`config.mk`:
```
export PLATFORM = sky130hd
export DESIGN_NAME = byte_unstriping
export DESIGN_NICKNAME = d
export VERILOG_FILES = /design/src/rtl/byte_unstriping.sv
export SDC_FILE = /design/constraint.sdc
export NUM_CORES = 1
export LEC_CHECK = 0
export CAP_MARGIN = 20
export CORE_UTILIZATION = 45
export DETAILED_ROUTE_END_ITERATION = 10
export PLACE_DENSITY = 0.72
export SLEW_MARGIN = 20
export SYNTH_ARGS = -nofsm -noshare
export SYNTH_HDL_FRONTEND = slang
export SYNTH_SLANG_ARGS = --single-unit
```
`constraint.sdc`:
```
create_clock -name clk1Mhz -period 2.7 [get_ports clk1Mhz]
set_input_delay 0.675 -clock clk1Mhz [delete_from_list [all_inputs] [get_ports clk1Mhz]]
set_output_delay 0.675 -clock clk1Mhz [all_outputs]
set_load 0.005 [all_outputs]
```
`src/rtl/byte_unstriping.sv`:
```
// byte_unstriping
//   Receive-side lane merger: four byte lanes, each with its own valid, are
//   buffered in per-lane FIFOs and re-serialized in strict lane order
//   0,1,2,3,0,... onto a single valid/ready byte stream.
//
//   Optional feature macro: UNSTRIPE_STATS_EN
//     defined   -> adds output byteCount[15:0], a wrapping count of accepted
//                  output bytes.
//     undefined -> byteCount port and its logic are absent.
//
//   Output handshake: byteUnstripingOUT is meaningful only while
//   byteUnstripingVLD=1. A byte is transferred on a posedge where VLD and RDY
//   are both 1. Once VLD rises, VLD and OUT stay unchanged until that transfer
//   happens; VLD never depends combinationally on RDY.
//
//   Lane inputs have no ready. laneFull[N] is the backpressure hint for lane N.
//   A byte offered to a full lane is dropped unless that lane pops on the same
//   edge, and a drop sets the sticky overflowErr flag.

module byte_unstriping #(
    parameter int LANE_FIFO_DEPTH = 4,
    parameter int DATA_W          = 8
) (
    input  logic              clk1Mhz,
    input  logic              reset_L,
    input  logic [DATA_W-1:0] stripedLane0,
    input  logic [DATA_W-1:0] stripedLane1,
    input  logic [DATA_W-1:0] stripedLane2,
    input  logic [DATA_W-1:0] stripedLane3,
    input  logic              lane0VLD,
    input  logic              lane1VLD,
    input  logic              lane2VLD,
    input  logic              lane3VLD,
    output logic [3:0]        laneFull,
    output logic [DATA_W-1:0] byteUnstripingOUT,
    output logic              byteUnstripingVLD,
    input  logic              byteUnstripingRDY,
    output logic [1:0]        counter,
    output logic              overflowErr
`ifdef UNSTRIPE_STATS_EN
    ,
    output logic [15:0]       byteCount
`endif
);

    localparam int PTR_W = $clog2(LANE_FIFO_DEPTH);
    localparam int OCC_W = PTR_W + 1;

    // Lane inputs gathered into vectors so the per-lane logic can be generated.
    logic [3:0]             lane_vld;
    logic [3:0][DATA_W-1:0] lane_data;
    logic [3:0][DATA_W-1:0] lane_head;
    logic [3:0]             lane_full;
    logic [3:0]             lane_empty;
    logic [3:0]             push;
    logic [3:0]             pop;
    logic                   load;
    logic                   drop;

    assign lane_vld  = {lane3VLD, lane2VLD, lane1VLD, lane0VLD};
    assign lane_data = {stripedLane3, stripedLane2, stripedLane1, stripedLane0};
    assign laneFull  = lane_full;

    // Output register loads whenever it is free (empty or being accepted now)
    // and the lane the pointer names has data. Other lanes are never consulted,
    // which keeps the byte order strict even under skew. A lane can accept a
    // byte when full only if it is the one being popped this edge.
    always_comb begin
        load = 1'b0;
        pop  = '0;
        push = '0;
        drop = 1'b0;
        load = (!byteUnstripingVLD || byteUnstripingRDY) && !lane_empty[counter];
        if (load) begin
            pop[counter] = 1'b1;
        end
        push = lane_vld & (~lane_full | pop);
        drop = |(lane_vld & ~push);
    end

    for (genvar g = 0; g < 4; g++) begin : g_lane
        logic [DATA_W-1:0] mem [LANE_FIFO_DEPTH];
        logic [PTR_W-1:0]  wr_ptr;
        logic [PTR_W-1:0]  rd_ptr;
        logic [OCC_W-1:0]  occ;

        // Full/empty come straight from the registered occupancy: no lookahead.
        assign lane_full[g]  = (occ == OCC_W'(LANE_FIFO_DEPTH));
        assign lane_empty[g] = (occ == '0);
        assign lane_head[g]  = mem[rd_ptr];

        // Storage array; contents are don't-care until written, so no reset.
        always_ff @(posedge clk1Mhz) begin
            if (push[g]) begin
                mem[wr_ptr] <= lane_data[g];
            end
        end

        // Pointers and occupancy; pointers wrap naturally at the FIFO depth.
        always_ff @(posedge clk1Mhz or negedge reset_L) begin
            if (!reset_L) begin
                wr_ptr <= '0;
                rd_ptr <= '0;
                occ    <= '0;
            end else begin
                if (push[g]) begin
                    wr_ptr <= wr_ptr + PTR_W'(1);
                end
                if (pop[g]) begin
                    rd_ptr <= rd_ptr + PTR_W'(1);
                end
                case ({push[g], pop[g]})
                    2'b10:   occ <= occ + OCC_W'(1);
                    2'b01:   occ <= occ - OCC_W'(1);
                    default: occ <= occ;
                endcase
            end
        end
    end

    // Single output register plus the lane pointer that advances on every load.
    always_ff @(posedge clk1Mhz or negedge reset_L) begin
        if (!reset_L) begin
            byteUnstripingOUT <= '0;
            byteUnstripingVLD <= 1'b0;
            counter           <= 2'd0;
        end else if (load) begin
            byteUnstripingOUT <= lane_head[counter];
            byteUnstripingVLD <= 1'b1;
            counter           <= counter + 2'd1;
        end else if (byteUnstripingRDY) begin
            byteUnstripingVLD <= 1'b0;
        end
    end

    // Sticky record that at least one lane byte was lost since reset.
    always_ff @(posedge clk1Mhz or negedge reset_L) begin
        if (!reset_L) begin
            overflowErr <= 1'b0;
        end else if (drop) begin
            overflowErr <= 1'b1;
        end
    end

`ifdef UNSTRIPE_STATS_EN
    // Wrapping count of bytes accepted by the consumer.
    always_ff @(posedge clk1Mhz or negedge reset_L) begin
        if (!reset_L) begin
            byteCount <= 16'd0;
        end else if (byteUnstripingVLD && byteUnstripingRDY) begin
            byteCount <= byteCount + 16'd1;
        end
    end
`endif

endmodule
```
==> out/summary.md <==
Hold repair after CTS inserted 0 buffers. The headroom to the max-slew limit was 0.594. The first element of the critical path is counter[0]. The worst hold-check path type is in2async. 0 antenna diodes ended up in the layout. The number of register bits inferred by synthesis was 168. The die covers 16400 µm². The tools report the total half-perimeter wirelength after legalization and detailed placement as 9.89 mm. The startpoint identified for the worst register-to-register timing path is counter[0].

For the setup-violating endpoint count in the final report, the log shows 0. The count of unique library cells instantiated by Yosys was 50; the transition time at the pin with the least slew margin was 0.609 ns. The total overflow left after global routing is 0.

In this run the standard cell core region covers 15400 µm². The required time at the endpoint of the critical path came out at 3.04 ns. Pin placement for this block handled 55 I/O pins. The async set or reset register ratio after synthesis works out to 0.238. The number of global-route vias before repair is 4129, and the average wire per standard cell is 18.0 µm. Timing analysis after detailed placement gives a worst setup slack of -0.202 ns. Row generation in the floorplan step produced 45 rows.

Total of max-cap violations: 0. The layout cell share with drive strength beyond 1 is 0.194. The number of endpoints with negative hold slack in the final report was 0; the overall track demand over capacity in global routing was 0.185.

For the peak clock frequency supported by timing, the log shows 392 MHz. The H-tree was split into 4 levels. The net count of the finished layout is 592. The via count normalized by instance count was 5.17. The capture instance of the worst register-to-register path was g_lane[2].occ[1]. The number of nets handed over by synthesis was 499. TritonCTS created 17 clock buffers. Hold is met by 0.168 ns. The run gives 30 as the largest net degree at the start of global routing.

From synthesis to final layout, the design area changed by 24.0%. The critical path ends at g_lane[2].occ[1]. Counting instances in the post-synthesis netlist gives the leading cell types as sky130_fd_sc_hd__edfxtp_1 (128), sky130_fd_sc_hd__dfrtp_1 (40), sky130_fd_sc_hd__nand2_1 (28). The worst setup path category is reg2reg. The initial antenna violation count is 0, and the die outline height is 128 µm.

The clock insertion delay at the later pin of the skew report is 0.43 ns. The most used flip-flop cell after synthesis is sky130_fd_sc_hd__edfxtp_1. The run finished with clean final reports. The area share of the largest cell type after synthesis was 0.538; the number of buffers added on ports was 54. The tools report the count of mapped cells out of synthesis as 436. Yosys instantiated no cell more often than sky130_fd_sc_hd__edfxtp_1.

The leading area contributor after synthesis is sky130_fd_sc_hd__edfxtp_1. The post-route clock period utilization came out at 0.944. The static leakage is 3.27 nW, and the number of sinks on the clock net is 168. For this design the total switching power over the nets is 3.15 mW. The run gives 0 as the number of slew-limit violations in the final report.

Nature of the critical path startpoint: a register. The mean area per synthesized cell came out at 16.4 µm². The worst path arrival time was 2.89 ns; the highest ir drop seen on vdd was 0.574 mV. The switching portion of total power is 0.321, and the combined area of the multi-input logic cells is 2130 µm².

After layout, the design draws a total of 9.83 mW. Wires add up to 13.6 mm. The clock network fraction of total power was 0.238.

In this run the clock root is driven by a sky130_fd_sc_hd__clkbuf_16. Internal power comes to 6.68 mW. The first global-routing pass estimated 21.9 mm of wire. Counting flops with a built-in enable in the synthesized netlist gives 128. The final route contains 3893 vias.

For the post-route antenna net violation count, the log shows 0. Along the worst path, the maximum fanout reaches 9. The worst setup path is captured at a register.

The longest clock path from root to sink contains 2 buffers. The initial cell density of the core is 0.465. The congestion estimate from routability-driven global placement came to 0.778.

The die width was 128 µm; the shortest clock period the worst path allows after layout was 2.55 ns. After detailed routing, the number of remaining DRC violations is 0. The logic gate share of total power was 0.340; the share of synthesized area occupied by flip-flops and latches was 0.678. For the final-layout setup total negative slack, the log shows 0 ns. TritonCTS built the clock tree.

The tools report the summed instance area of the synthesized netlist as 7150 µm². Ratio of total power to cell area: 1110 nW/µm². The sequential cell area is 4850 µm². The share of power burned in registers was 0.422. The tools report the number of fill cells as 1169. The first detailed-routing pass ran for 4 iterations. Setup repair after global routing left no endpoint under its margin. During synthesis, Yosys emitted a total of 0 warnings.

After synthesis, the cell types taking the most area are sky130_fd_sc_hd__edfxtp_1 (54%), sky130_fd_sc_hd__dfrtp_1 (14%), sky130_fd_sc_hd__mux4_2 (8.2%), sky130_fd_sc_hd__ha_1 (3.5%), sky130_fd_sc_hd__mux2i_1 (2.2%). The clock arrives with 0.00493 ns of skew. Measured in cells, the most critical reg-to-reg path has a length of 7. For this block, the initial DRC count from the detailed router was 296. After clock tree synthesis, the clock-pin slew on the worst setup and hold paths is 0.06 ns.

Setup slack on the critical path of the routed design comes to 0.150 ns. Setup slack on the worst reg-to-reg path comes out at 0.15 ns.
==> layout by cell type (no fill, tap or decap), types with 5 or more instances in the layout <==
cell                                n
sky130_fd_sc_hd__a21oi_1           15
sky130_fd_sc_hd__a221oi_1           6
sky130_fd_sc_hd__and2_1            18
sky130_fd_sc_hd__buf_12            12
sky130_fd_sc_hd__buf_4             24
sky130_fd_sc_hd__clkbuf_16         17
sky130_fd_sc_hd__clkdlybuf4s50_1   53
sky130_fd_sc_hd__dfrtp_1           39
sky130_fd_sc_hd__edfxtp_1         128
sky130_fd_sc_hd__ha_1              20
sky130_fd_sc_hd__inv_1             24
sky130_fd_sc_hd__mux2i_1           16
sky130_fd_sc_hd__mux4_2            26
sky130_fd_sc_hd__nand2_1           28
sky130_fd_sc_hd__nand3_1            8
sky130_fd_sc_hd__nor2_1             7
sky130_fd_sc_hd__o21a_1             5
sky130_fd_sc_hd__o21ai_0            6
sky130_fd_sc_hd__xnor2_1           14
sky130_fd_sc_hd__xor2_1             7
==> repair_timing <==
action                     in CTS  in global routing
gates resized for setup         0                  1
setup endpoints to repair       0                  1
setup buffers                   0                  0
==> power by group through the flow <==
stage,Clock (mW),Sequential (mW),Combinational [mW]
after floorplan,0,3.83,2.35
after global placement,0,4.17,3.24
after detailed placement,0,4.22,3.37
after CTS,2.38,4.17,3.38
after global routing,2.49,4.25,3.68
final,2.34,4.14,3.34
==> layout make-up <==
| cell class | instances | area share |
|---|---|---|
| Clock inverter | 12 | 0.0144 |
| Timing Repair Buffer | 90 | 0.108 |
| Clock buffer | 20 | 0.0504 |
| Tap cell | 211 | 0.0298 |
| Inverter | 25 | 0.0106 |
| Multi-Input combinational cell | 227 | 0.240 |
| Sequential cell | 168 | 0.547 |
==> worst max-delay path, cell delays in order, from the launching register on <==
cell	delay [ns]
sky130_fd_sc_hd__dfrtp_2	0.49
sky130_fd_sc_hd__nor4b_1	0.18
sky130_fd_sc_hd__o32a_1	0.30
sky130_fd_sc_hd__nor3_1	0.29
sky130_fd_sc_hd__inv_1	0.12
sky130_fd_sc_hd__fa_1	0.46
sky130_fd_sc_hd__or4b_1	0.53
sky130_fd_sc_hd__o211ai_1	0.10
==> cells by family after synthesis <==
| kind of cell | Yosys count | synth area share |
|---|---|---|
| DFF | 168 | 0.678 |
| adders and majority gates | 24 | 0.0462 |
| and+or+nand+nor | 79 | 0.0597 |
| AOI/OAI and AO/OA | 56 | 0.0537 |
| buffers and inverters | 41 | 0.0247 |
| muxes | 47 | 0.112 |
| xor gates and xnor gates | 21 | 0.0257 |
==> routing by layer <==
metal | vias up | routed length, µm | share of wire | GRT usage
li1 | 1834 | - | - | -
met2 | 95 | 6850 | 0.50 | 0.313
met3 | 16 | 629 | 0.046 | 0.0388
met4 | 0 | 199 | 0.015 | 0.0706
met1 | 1948 | 5900 | 0.43 | 0.234
met5 | - | 0 | 0 | 0
==> how the worst min path moves through the flow <==
stage                                 from                    to  slack (ns)
after floorplan                    reset_L  byteUnstripingOUT[0]        0.38
after global placement    g_lane[0].occ[2]      g_lane[0].occ[2]        0.48
after detailed placement       overflowErr           overflowErr        0.49
after CTS                          reset_L   g_lane[1].wr_ptr[0]        0.18
after global routing               reset_L   g_lane[1].wr_ptr[0]        0.18
final                              reset_L   g_lane[1].wr_ptr[0]        0.17
==> metrics by stage <==
step,instance area [µm²],instances,util
finish,8860,753,0.576
global route,8860,753,0.576
CTS,8860,753,0.576
detailed placement,8290,721,0.539
global placement,8290,721,0.539
floorplan,7150,436,-
==> flip-flops by register name, indices dropped and copies added, names as in the netlist <==
name               cells
overflowErr            1
byteUnstripingOUT      8
g_lane.mem           128
g_lane.wr_ptr          8
g_lane.occ            12
g_lane.rd_ptr          8
byteUnstripingVLD      1
counter                2
Power figures use the tool's default switching activity.
